### config.mk
export PLATFORM = sky130hd
export DESIGN_NAME = sd_burst_manager
export DESIGN_NICKNAME = d
export VERILOG_FILES = /design/src/rtl/sd_burst_manager.sv
export SDC_FILE = /design/constraint.sdc
export NUM_CORES = 1
export LEC_CHECK = 0
export ABC_AREA = 1
export BUFFER_PORTS_ARGS = -buffer_cell sky130_fd_sc_hd__buf_2
export CAP_MARGIN = 20
export CORE_MARGIN = 1.5
export CORE_UTILIZATION = 40
export CTS_BUF_LIST = sky130_fd_sc_hd__clkbuf_8 sky130_fd_sc_hd__clkbuf_16
export CTS_CLUSTER_DIAMETER = 100
export DETAILED_ROUTE_END_ITERATION = 7
export PLACE_DENSITY = 0.68
export SYNTH_ARGS = -nofsm -noshare
export SYNTH_HDL_FRONTEND = slang
export SYNTH_SLANG_ARGS = --single-unit
### constraint.sdc
create_clock -name clk -period 4.6 [get_ports clk]
set_clock_uncertainty 0.15 [all_clocks]
set_input_delay 0.23 -clock clk [delete_from_list [all_inputs] [get_ports clk]]
set_output_delay 0.23 -clock clk [all_outputs]
set_load 0.005 [all_outputs]
### src/rtl/sd_burst_manager.sv
// Burst engine for READSD/WRITESD: one instruction becomes NBYTES byte transactions
// against the byte-wide SD controller, with a per-byte timeout and one register writeback.
module sd_burst_manager #(
  parameter int          NBYTES     = 4,
  parameter int          ADDR_WIDTH = 32,
  parameter int          TIMEOUT    = 65535,
  parameter logic [5:0]  READ_OP    = 6'b110000,
  parameter logic [5:0]  WRITE_OP   = 6'b110001
) (
  input  logic                  clk,
  input  logic                  rst,
  input  logic                  inst_valid,
  input  logic [31:0]           inst,
  input  logic [31:0]           rs,
  input  logic [31:0]           rt,
  output logic                  stall,
  output logic                  enable,
  output logic                  float,
  output logic [4:0]            addr,
  output logic [31:0]           data,
  output logic                  error,
  input  logic [7:0]            sd_read_data,
  output logic [7:0]            sd_write_data,
  output logic [ADDR_WIDTH-1:0] sd_addr,
  output logic                  sd_read,
  output logic                  sd_write,
  input  logic                  sd_ready
);
  localparam int TW = $clog2(TIMEOUT + 1);

  typedef enum logic [1:0] {IDLE, REQ, GAP, DONE} state_t;

  state_t                state, state_nx;
  logic [ADDR_WIDTH-1:0] base;
  logic [31:0]           wbuf;
  logic [31:0]           rbuf;
  logic [4:0]            dest;
  logic                  wr;
  logic [1:0]            idx;
  logic [TW-1:0]         tcnt;
  logic                  err;
  logic [5:0]            op;
  logic                  accept;
  logic                  last_byte;
  logic                  expired;
  logic                  unused_bits;

  assign op          = inst[31:26];
  assign accept      = inst_valid && (op == READ_OP || op == WRITE_OP);
  assign last_byte   = (idx == 2'(NBYTES - 1));
  assign expired     = (tcnt == TW'(TIMEOUT - 1));
  assign unused_bits = ^{inst[25:21], inst[15:0]};

  assign float         = 1'b0;
  assign addr          = dest;
  assign data          = rbuf;
  assign error         = err;
  assign sd_addr       = base + ADDR_WIDTH'(idx);
  assign sd_write_data = wbuf[{idx, 3'b000} +: 8];

  always_ff @(posedge clk or posedge rst) begin
    if (rst) state <= IDLE;
    else     state <= state_nx;
  end

  // Requests and strobes decode straight from state so reset drops them without a clock.
  always_comb begin
    state_nx = state;
    stall    = 1'b0;
    enable   = 1'b0;
    sd_read  = 1'b0;
    sd_write = 1'b0;
    case (state)
      IDLE: if (accept) state_nx = REQ;
      REQ: begin
        stall    = 1'b1;
        sd_read  = !wr;
        sd_write = wr;
        if (sd_ready)     state_nx = GAP;
        else if (expired) state_nx = DONE;
      end
      GAP: begin
        stall    = 1'b1;
        state_nx = last_byte ? DONE : REQ;
      end
      DONE: begin
        stall    = 1'b1;
        enable   = !wr;
        state_nx = IDLE;
      end
      default: state_nx = IDLE;
    endcase
  end

  always_ff @(posedge clk or posedge rst) begin
    if (rst) begin
      base <= '0;
      wbuf <= '0;
      rbuf <= '0;
      dest <= '0;
      wr   <= 1'b0;
      idx  <= '0;
      tcnt <= '0;
      err  <= 1'b0;
    end else begin
      case (state)
        IDLE: if (accept) begin
          base <= ADDR_WIDTH'(rs);
          wbuf <= rt;
          rbuf <= '0;
          dest <= inst[20:16];
          wr   <= (op == WRITE_OP);
          idx  <= '0;
          tcnt <= '0;
          err  <= 1'b0;
        end
        REQ: begin
          // An ack landing on the last allowed cycle still counts as success.
          if (sd_ready) begin
            if (!wr) rbuf[{idx, 3'b000} +: 8] <= sd_read_data;
            tcnt <= '0;
          end else if (expired) begin
            err  <= 1'b1;
            tcnt <= '0;
            if (!wr) rbuf <= 32'hFFFF_FFFF;
          end else begin
            tcnt <= tcnt + 1'b1;
          end
        end
        GAP: if (!last_byte) idx <= idx + 1'b1;
        default: ;
      endcase
    end
  end

endmodule

==> impl_results.md, run 1 <==
* Status: completed
* Worst Path Arrival at 3.19 ns
* TritonRoute pass-1 iters at 5
* RePlAce Congestion at 0.889
* Crit path kind: reg2out
* Highest Clock Rate at 280 MHz
* Max_cap viols at 0
* CP Launch Type: register
* Final Power at 4880 µW
* Ports at 191
* DP HPWL at 12.4 mm
* Cell area after synthesis at 6550 µm²
* Syn avg cell area at 7.59 µm²
* Area grow syn2layout at 36.4%
* Total GRT Usage at 0.227
* Fin. Hold Viols at 0
* Vias in the first global route at 6301
* CTS Buf Count at 17
* Die area at 17200 µm²
* Die Wd at 131 µm
* Input/output buffers at 168
* Placeable Area at 15900 µm²
* Critical Path RT at 4.22 ns
* Peak VDD IR at 0.000297 V
* Clock buffer depth at 2
* Final WS setup at 1.03 ns
* Leakage power at 0.00456 µW
* Yosys warnings at 0
* First-pass GRT wire length at 30.2 mm
* Power per cell area at 546 nW/µm²
* CTS root buf: clkbuf_16
* Clk_lat worst skew at 0.42 ns
* Multiplexer share of the synthesized area at 0
* Cell Count, Final, Fillers Out at 1326
* Nets@finish at 1215
* Total wire length at 18.8 mm
* Final setup viols at 0
* Largest family of logic cells by synthesized area: simple AND/OR/NAND/NOR gates
* Remaining DRCs at 0
* Row count at 46
* H-tree depth at 4
* Worst Max-Slew Pin Slew at 0.901 ns
* Synth Area in Compound Gates at 0.0859
* Post-Syn Nets at 981
* Dpl cells at 1223
* RSZ-0062 raised after global routing: false
* Largest net degree at the start of global routing at 57
* Global route total overflow at 0
* Final Cycle Share at 0.776
* Hold-critical path depth at 3
* Starting Density at 0.411
* Rel. slew slack at 0.398
* Max-slew violation count at 0
* Initial DRC Count at 372
* Cells after synthesis at 863
* # fillers at 1502
* Worst-path fanout max at 12
* Placed cell area at 7570 µm²
* Final Cell Area at 8930 µm²
* Antenna violations before repair at 0
* Ant diodes at 0
* Cells on worst reg2reg path at 8
* TritonCTS clock tree: built
* Vias at 6592
* CTS Sinks at 123
* Simple-gate area share of the yosys netlist at 0.318
* DR WL/cell at 14.2 µm
* Layout cells sized above 1 at 0.200
* Clk slew on worst S/H paths at 0.06 ns
* Post-Synth Adder-Cell Area at 0.0202
* Xor-xnor portion of the synthesized cell area at 0.0441
* Register bit total from synthesis at 123
* Distinct cells, synth at 32
* Hold Crit Class: in2reg
* Setup TNS at 0 ns
* Crit end category: output port
* Sequential cell area fraction in the yosys report at 0.470
* Die H at 131 µm
* Pre-CTS setup slack at 1.54 ns
* Post-DR vias/cell at 4.97
* Detail Route Antenna Nets at 0
* Min Tclk post-route at 3.57 ns
## worst paths after layout
path	from	to	slack [ns]
max in group asynchronous	rst	data[17]$_DFFE_PP0P_	3.01
min in group asynchronous	rst	base[10]$_DFFE_PP0P_	0.31
max	idx[1]$_DFFE_PP0P_	sd_addr[26]	1.03
max reg2reg	idx[0]$_DFFE_PP0P_	data[3]$_DFFE_PP0P_	1.75
min	inst[27]	wr$_DFFE_PP0P_	0.008
min reg2reg	data[6]$_DFFE_PP0P_	data[6]$_DFFE_PP0P_	0.33
## cell families after synthesis
family | count (synthesis)
buffers and inverters | 97
AOI/OAI and AO/OA | 107
DFF | 123
other | 1
adders and majority gates | 10
xor gates and xnor gates | 33
and+or+nand+nor | 492
## power by group
part           switching, µW  internal (µW)  total [µW]
logic                   1070            659        1730
registers                250           1430        1680
clock network            495            977        1470
## worst max-delay path, stage by stage, from the launching register on
cell and delay, ns:
dfrtp_1 0.62, clkinv_1 0.20, fa_1 0.47, inv_1 0.07, nand3_1 0.17, nor2_1 0.28
nand2_1 0.14, nor2_1 0.33, nand2_1 0.13, xor2_1 0.20, buf_2 0.15
## registers in the layout, indices dropped and copies added, names as in the netlist
| register | flops |
|---|---|
| wbuf | 32 |
| idx | 2 |
| wr | 1 |
| state | 2 |
| data | 32 |
| error | 1 |
| tcnt | 16 |
| addr | 5 |
| base | 32 |
## stage by stage
step | utilization | hold WS [ns]
finish | 0.560 | 0.00824
global route | 0.560 | 0.0573
CTS | 0.560 | 0.0218
detailed placement | 0.475 | 0.222
global placement | 0.475 | 0.215
floorplan | - | 0.190
## cell type report
type | instances | area, µm² | share of cell area
clock buffer | 22 | 494 | 0.0553
clock inverter | 10 | 161 | 0.0181
inverter | 66 | 250 | 0.0280
multi-input combinational | 643 | 3080 | 0.344
sequential | 123 | 3080 | 0.345
tap | 216 | 270 | 0.0303
timing repair buffer | 246 | 1600 | 0.180
## repair_timing
action | in CTS | in global routing
setup buffers | 0 | 0
endpoints found under the hold margin | 120 | 0
resized for setup | 0 | 0
hold buffers | 71 | 0
## cells in the mapped netlist (all sizes together)
cell,number,area [µm²]
ha,9,113
o22ai,12,75.1
nor2,65,272
nor3,18,90.1
o21bai,1,11.3
nor4,1,6.26
a21oi,6,30.0
nand2,328,1230
buf,16,98.9
o21ai,87,439
dfrtp,123,3080
nand3,30,150
conb,1,3.75
xor2,29,254
nand4,46,300
xnor2,4,35.0
clkinv,5,18.8
and3,1,7.51
fa,1,20.0
a211oi,1,7.51
inv,61,229
clkbuf,15,56.3
nand3b,3,22.5
## metal layers
layer,up-vias,track usage,wire [µm]
li1,3274,-,-
met1,3042,0.294,8630
met2,232,0.371,8690
met3,44,0.0480,1030
met4,0,0.0892,474
met5,-,0,0
## cells in the final DEF, fill, tap and decap left out, types with 4 or more instances in the layout
cell,synthesis,layout
o22ai_1,12,12
buf_2,10,168
dlygate4sd3_1,0,71
o21ai_0,86,86
nand3_1,30,29
inv_1,60,59
buf_4,1,7
ha_1,9,9
dfrtp_1,123,123
clkbuf_16,0,17
a21oi_1,6,6
xnor2_1,4,4
xor2_1,29,29
nor3_1,18,18
clkinv_1,5,4
nor2_1,60,60
nand2_1,327,327
bufinv_16,0,4
clkbuf_8,0,5
nand4_1,44,44
Note: power is estimated with default switching activity, not from simulation.
==> run 2: changes to the inputs <==
==> constraint.sdc (replaced) <==
create_clock -name clk -period 3.6 [get_ports clk]
set_clock_uncertainty 0.15 [all_clocks]
set_input_delay 0.18 -clock clk [delete_from_list [all_inputs] [get_ports clk]]
set_output_delay 0.18 -clock clk [all_outputs]
set_load 0.005 [all_outputs]
==> impl_results.md, run 2 (synthesized netlist as in run 1, its figures left out) <==
* Status: completed
* Commonest non-fill, non-tap cells in the layout: nand2_1, buf_2, dfrtp_1
* TritonRoute pass-1 iters at 6 (+1)
* CP Launch Type: register
* Sequential Power Share at 0.353 (+0.009)
* DP HPWL at 12.3 mm (-0.82%)
* # fillers at 1510 (+0.53%)
* Hold Crit Class: in2reg
* TritonCTS clock tree: built
* CTS root buf: clkbuf_16
* Ports at 191 (unchanged)
* Post-DR vias/cell at 4.92 (-1.0%)
* Worst Path Arrival at 2.77 ns (-0.42 ns)
* Largest net degree at the start of global routing at 95 (+67%)
* Clk_lat worst skew at 0.41 ns (about the same)
* Worst hold start: sd_read_data[0]
* Layout cells sized above 1 at 0.197 (-0.00288)
* DR WL/cell at 14.1 µm (-0.83%)
* Area grow syn2layout at 36.0%
* Hold_ws at 0.0710 ns (+0.0628 ns)
* H-tree depth at 4 (unchanged)
* Worst Max-Slew Pin Slew at 0.749 ns (-0.152 ns)
* Cells on worst reg2reg path at 8 (unchanged)
* Crit path kind: reg2out
* Peak VDD IR at 0.000405 V (+37%)
* First-pass GRT wire length at 29.6 mm (-1.9%)
* Die area at 17200 µm² (unchanged)
* Min Tclk post-route at 3.10 ns
* Max_cap viols at 0 (unchanged)
* Worst Hold End: data[0]$_DFFE_PP0P_
* Cell Count, Final, Fillers Out at 1327 (+0.075%)
* Setup TNS at 0 ns (unchanged)
* Final setup viols at 0 (unchanged)
* Total GRT Usage at 0.223 (-0.00324)
* Die H at 131 µm (unchanged)
* Global route total overflow at 0 (unchanged)
* Clock power share at 0.279 (-0.023)
* Leakage power at 0.00455 µW (-0.16%)
* R2r startpoint: state[1]$_DFFE_PP0P_
* Initial DRC Count at 415 (+12%)
* Final Cell Area at 8910 µm² (-0.24%)
* Power per cell area at 682 nW/µm² (+25%)
* Internal power at 3770 µW (+23%)
* Ant diodes at 0 (unchanged)
* Remaining DRCs at 0 (unchanged)
* Fin. Hold Viols at 0 (unchanged)
* Clk slew on worst S/H paths at 0.05 ns (about the same)
* Antenna violations before repair at 0 (unchanged)
* Placeable Area at 15900 µm² (unchanged)
* Highest Clock Rate at 323 MHz
* Rel. slew slack at 0.499 (+0.101)
* Final Cycle Share at 0.861
* Slowest-stage cell, CP: fa_1
* Multi-input gate area at 3080 µm² (unchanged)
* Vias at 6530 (-0.94%)
* Worst R2R Setup Slack at 0.95 ns (-0.80 ns)
* Most common cell after layout, fill and taps aside: nand2_1
* Die Wd at 131 µm (unchanged)
* Hold-critical path depth at 5 (+2)
* CTS Buf Count at 17 (unchanged)
* Storage element area at 3080 µm² (unchanged)
* Switching part of the total at 0.379 (+0.00653)
* Worst path cell trace: ha_1 > inv_1 > fa_1 > inv_1 > nand3_1 > nor2_1 > nand2_1 > nor2_1 > nand3_1 > xor2_1 > buf_2
* Vias in the first global route at 6111 (-3.0%)
* RePlAce Congestion at 0.861 (-3.2%)
* Gate power share at 0.368 (+0.014)
* Input/output buffers at 168 (unchanged)
* Reg2reg end: wr$_DFFE_PP0P_
* Final WS setup at 0.500 ns (-0.530 ns)
* Total wire length at 18.7 mm (-0.76%)
* Clock buffer depth at 2 (unchanged)
* Post_cts resized at 0 (unchanged)
* Max stage delay on crit path at 0.40 ns (-0.22 ns)
* Dpl cells at 1224 (+0.082%)
* Row count at 46 (unchanged)
* Max-slew violation count at 0 (unchanged)
* Placed cell area at 7600 µm² (+0.45%)
* Worst-path fanout max at 5 (-7)
* Buf/Inv on CP at 3 (unchanged)
* Net Switching at 2300 µW (+27%)
* CTS Sinks at 123 (unchanged)
* Nets@finish at 1217 (+0.16%)
* RSZ-0062 raised after global routing: false
* Pre-CTS setup slack at 0.907 ns (-0.631 ns)
* Starting Density at 0.411 (unchanged)
* CP top delay family: simple AND/OR/NAND/NOR gates
* Critical Path RT at 3.27 ns (-0.95 ns)
* Detail Route Antenna Nets at 0 (unchanged)
* Crit end category: output port
## run 2: what timing repair did
action	CTS	global route
endpoints found under the hold margin	85	0
hold buffers	72	0
setup buffers	0	0
## run 2: worst max-delay path by stage
stage | end | start | cells after the start
after global placement | sd_addr[24] | base[0]$_DFFE_PP0P_ | 11
after detailed placement | sd_addr[24] | base[0]$_DFFE_PP0P_ | 11
after CTS | sd_addr[24] | base[0]$_DFFE_PP0P_ | 11
after floorplan | sd_addr[24] | idx[1]$_DFFE_PP0P_ | 9
after global routing | sd_addr[24] | base[0]$_DFFE_PP0P_ | 11
final | sd_addr[24] | base[0]$_DFFE_PP0P_ | 11
## run 2: worst reg2reg max path: stages, from the launching register on
cell,delay [ns]
dfrtp_1,0.45
nor2_1,0.24
nand3_2,0.12
buf_4,0.32
inv_2,0.17
buf_12,0.30
nand3b_1,0.16
dlygate4sd3_1,0.59
o21ai_0,0.07
## run 2: layer usage
| metal | vias up | GRT usage | routed length, µm | part of all wire |
|---|---|---|---|---|
| met1 | 3012 | 0.291 | 8400 | 0.45 |
| met2 | 222 | 0.370 | 8910 | 0.48 |
| li1 | 3275 | - | - | - |
| met3 | 21 | 0.0574 | 1160 | 0.062 |
| met4 | 0 | 0.0582 | 204 | 0.011 |
| met5 | - | 0 | 0 | 0 |
## run 2: power groups by stage
stage | clock, µW | sequential [µW] | combinational, µW
6_report | 1690 | 2150 | 2230
3_3_place_gp | 0 | 2150 | 2130
2_1_floorplan | 0 | 2110 | 1400
3_5_place_dp | 0 | 2160 | 2160
4_1_cts | 1720 | 2150 | 2230
5_1_grt | 1800 | 2210 | 2540
## run 2: area by class of cell
type                    count  share of cell area
clock buffers              22              0.0555
well taps                 216              0.0303
clock inverters             9              0.0108
inverters                  66              0.0282
flip-flops and latches    123               0.345
repair buffers            248               0.185
multi-input cells         643               0.345
## run 2: stage by stage
stage	total power (µW)	util
final	6070	0.559
after global routing	6540	0.559
after CTS	6100	0.559
after detailed placement	4320	0.477
after global placement	4280	0.477
after floorplan	3520	-
==> run 3: changes to the inputs <==
--- a/config.mk
+++ b/config.mk
@@ -8,12 +8,13 @@
 export ABC_AREA = 1
 export BUFFER_PORTS_ARGS = -buffer_cell sky130_fd_sc_hd__buf_2
 export CAP_MARGIN = 20
-export CORE_MARGIN = 1.5
-export CORE_UTILIZATION = 40
+export CORE_MARGIN = 2
+export CORE_UTILIZATION = 52
 export CTS_BUF_LIST = sky130_fd_sc_hd__clkbuf_8 sky130_fd_sc_hd__clkbuf_16
 export CTS_CLUSTER_DIAMETER = 100
 export DETAILED_ROUTE_END_ITERATION = 7
-export PLACE_DENSITY = 0.68
+export PLACE_DENSITY = 0.84
+export SKIP_LAST_GASP = 1
 export SYNTH_ARGS = -nofsm -noshare
 export SYNTH_HDL_FRONTEND = slang
 export SYNTH_SLANG_ARGS = --single-unit
==> impl_results.md, run 3 (synthesized netlist as in run 1, its figures left out) <==
* Crit end category: output port
* Fin. Hold Viols at 0 (unchanged)
* Max-slew violation count at 0 (unchanged)
* Post-DR vias/cell at 5.35 (+8.8%)
* TritonCTS clock tree: built
* TritonRoute pass-1 iters at 7 (+1)
* Starting Density at 0.526 (+0.115)
* Critical Path RT at 3.27 ns (about the same)
* Initial DRC Count at 568 (+37%)
* Rel. slew slack at 0.350 (-0.149)
* RePlAce Congestion at 0.867 (+0.74%)
* CP Launch Type: register
* Vias in the first global route at 6477 (+6.0%)
* Ports at 191 (unchanged)
* Vias at 6865 (+5.1%)
* RSZ-0062 raised after global routing: false
* Nets@finish at 1217 (unchanged)
* Final Cell Area at 8850 µm² (-0.66%)
* Total wire length at 19.2 mm (+3.0%)
* H-tree depth at 4 (unchanged)
* Peak VDD IR at 0.000480 V (+19%)
* Worst Path Arrival at 2.83 ns (+0.06 ns)
* Total GRT Usage at 0.293 (+0.0695)
* Slowest-stage cell, CP: fa_1
* First-pass GRT wire length at 30.8 mm (+4.1%)
* Input/output buffers at 168 (unchanged)
* Placed cell area at 7550 µm² (-0.72%)
* Final Cycle Share at 0.877 (+0.0158)
* Clk_lat worst skew at 0.42 ns (about the same)
* Final Power at 6150 µW (+1.2%)
* Area grow syn2layout at 35.1%
* DP HPWL at 11.9 mm (-3.3%)
* Row count at 41 (-11%)
* Power per cell area at 694 nW/µm² (+1.8%)
* Placeable Area at 12500 µm² (-22%)
* CTS root buf: clkbuf_16
* Ant diodes at 0 (unchanged)
* Max stage delay on crit path at 0.41 ns (about the same)
* Post-CTS Setup Inserts at 0 (unchanged)
* Hold_ws at 0.0580 ns (-0.0130 ns)
* Leakage power at 0.00456 µW (+0.17%)
* Clk slew on worst S/H paths at 0.05 ns (about the same)
* Hold Crit Class: in2reg
* Status: completed
* Detail Route Antenna Nets at 0 (unchanged)
* Die area at 13500 µm² (-21%)
* # fillers at 930 (-38%)
* Global route total overflow at 0 (unchanged)
* Setup TNS at 0 ns (unchanged)
* Worst-path fanout max at 5 (unchanged)
* CP top delay family: simple AND/OR/NAND/NOR gates
* Final setup viols at 0 (unchanged)
* Die H at 116 µm (-11%)
* DR WL/cell at 15.0 µm (+6.6%)
* Layout cells sized above 1 at 0.196 (-0.000723)
* Buf/Inv on CP at 3 (unchanged)
* CTS Sinks at 123 (unchanged)
* Highest Clock Rate at 317 MHz (-1.8%)
* Die Wd at 116 µm (-11%)
* Most common cell after layout, fill and taps aside: nand2_1
* Worst Max-Slew Pin Slew at 0.973 ns (+0.224 ns)
* Max_cap viols at 0 (unchanged)
* Min Tclk post-route at 3.16 ns (+0.0570 ns)
* CTS Buf Count at 17 (unchanged)
* Remaining DRCs at 0 (unchanged)
* Commonest non-fill, non-tap cells in the layout: nand2_1, buf_2, dfrtp_1
* Clock buffer depth at 2 (unchanged)
* Crit path kind: reg2out
* Antenna violations before repair at 0 (unchanged)
* Worst path cell trace: ha_1 > inv_1 > fa_1 > inv_1 > nand3_1 > nor2_1 > nand2_1 > nor2_1 > nand2_1 > xor2_1 > buf_2
* Largest net degree at the start of global routing at 94 (-1.1%)
==> run 3: changes by cell type in the layout (fill, tap and decap cells not counted) <==
cell        delta
clkbuf_8       -5
clkinvlp_4     -2
clkinv_2       +4
bufinv_16      +2
==> run 3: cell type report <==
class,instances,area [µm²],share of cell area
clock buffers,17,425,0.0480
clock inverters,13,161,0.0182
well taps,172,215,0.0243
flip-flops and latches,123,3080,0.348
repair buffers,248,1650,0.186
multi-input cells,643,3080,0.347
inverters,66,251,0.0284
==> run 3: worst paths after layout <==
kind	cells after the start	from	slack (ns)	endpoint
worst max-delay path	11	base[0]$_DFFE_PP0P_	0.44	sd_addr[26]
worst min-delay path	5	sd_read_data[2]	0.06	data[2]$_DFFE_PP0P_
worst max register to register	8	idx[0]$_DFFE_PP0P_	1.00	data[1]$_DFFE_PP0P_
worst min register to register	2	data[2]$_DFFE_PP0P_	0.32	data[2]$_DFFE_PP0P_
max in group asynchronous	4	rst	1.97	data[22]$_DFFE_PP0P_
min in group asynchronous	3	rst	0.37	base[16]$_DFFE_PP0P_
==> run 3: worst register-to-register path: cells and delay by family (launching register included) <==
| kind | cells | cell delay (ns) |
|---|---|---|
| simple gates | 3 | 0.51 |
| fa+ha+maj | 1 | 0.43 |
| compound gates | 1 | 0.36 |
| flops | 1 | 0.34 |
| buf+inv | 3 | 0.73 |
==> run 3: where the power goes <==
part	total (µW)	switching, µW	internal, µW
sequential	2160	328	1830
combinational	2270	1420	853
clock	1720	586	1130
total	6150	2330	3810
==> run 3: what timing repair did <==
item / 4_1_cts / 5_1_grt
hold endpoints to repair: 114 / 0
resized for setup: 0 / 0
hold buffers: 72 / 0
==> run 3: per-stage QoR <==
stage               cells  utilization  setup WS, ns
global route         1282        0.710         0.196
floorplan             863            -          1.04
global placement     1180        0.605         0.969
CTS                  1282        0.710         0.492
detailed placement   1180        0.605         0.942
finish               1282        0.710         0.443
==> run 3: per-layer routing <==
| metal | vias up | track usage | wire length [µm] |
|---|---|---|---|
| met5 | - | 0 | 0 |
| met4 | 0 | 0.117 | 541 |
| met3 | 53 | 0.0664 | 1300 |
| met2 | 327 | 0.487 | 9530 |
| met1 | 3200 | 0.373 | 7860 |
| li1 | 3285 | - | - |
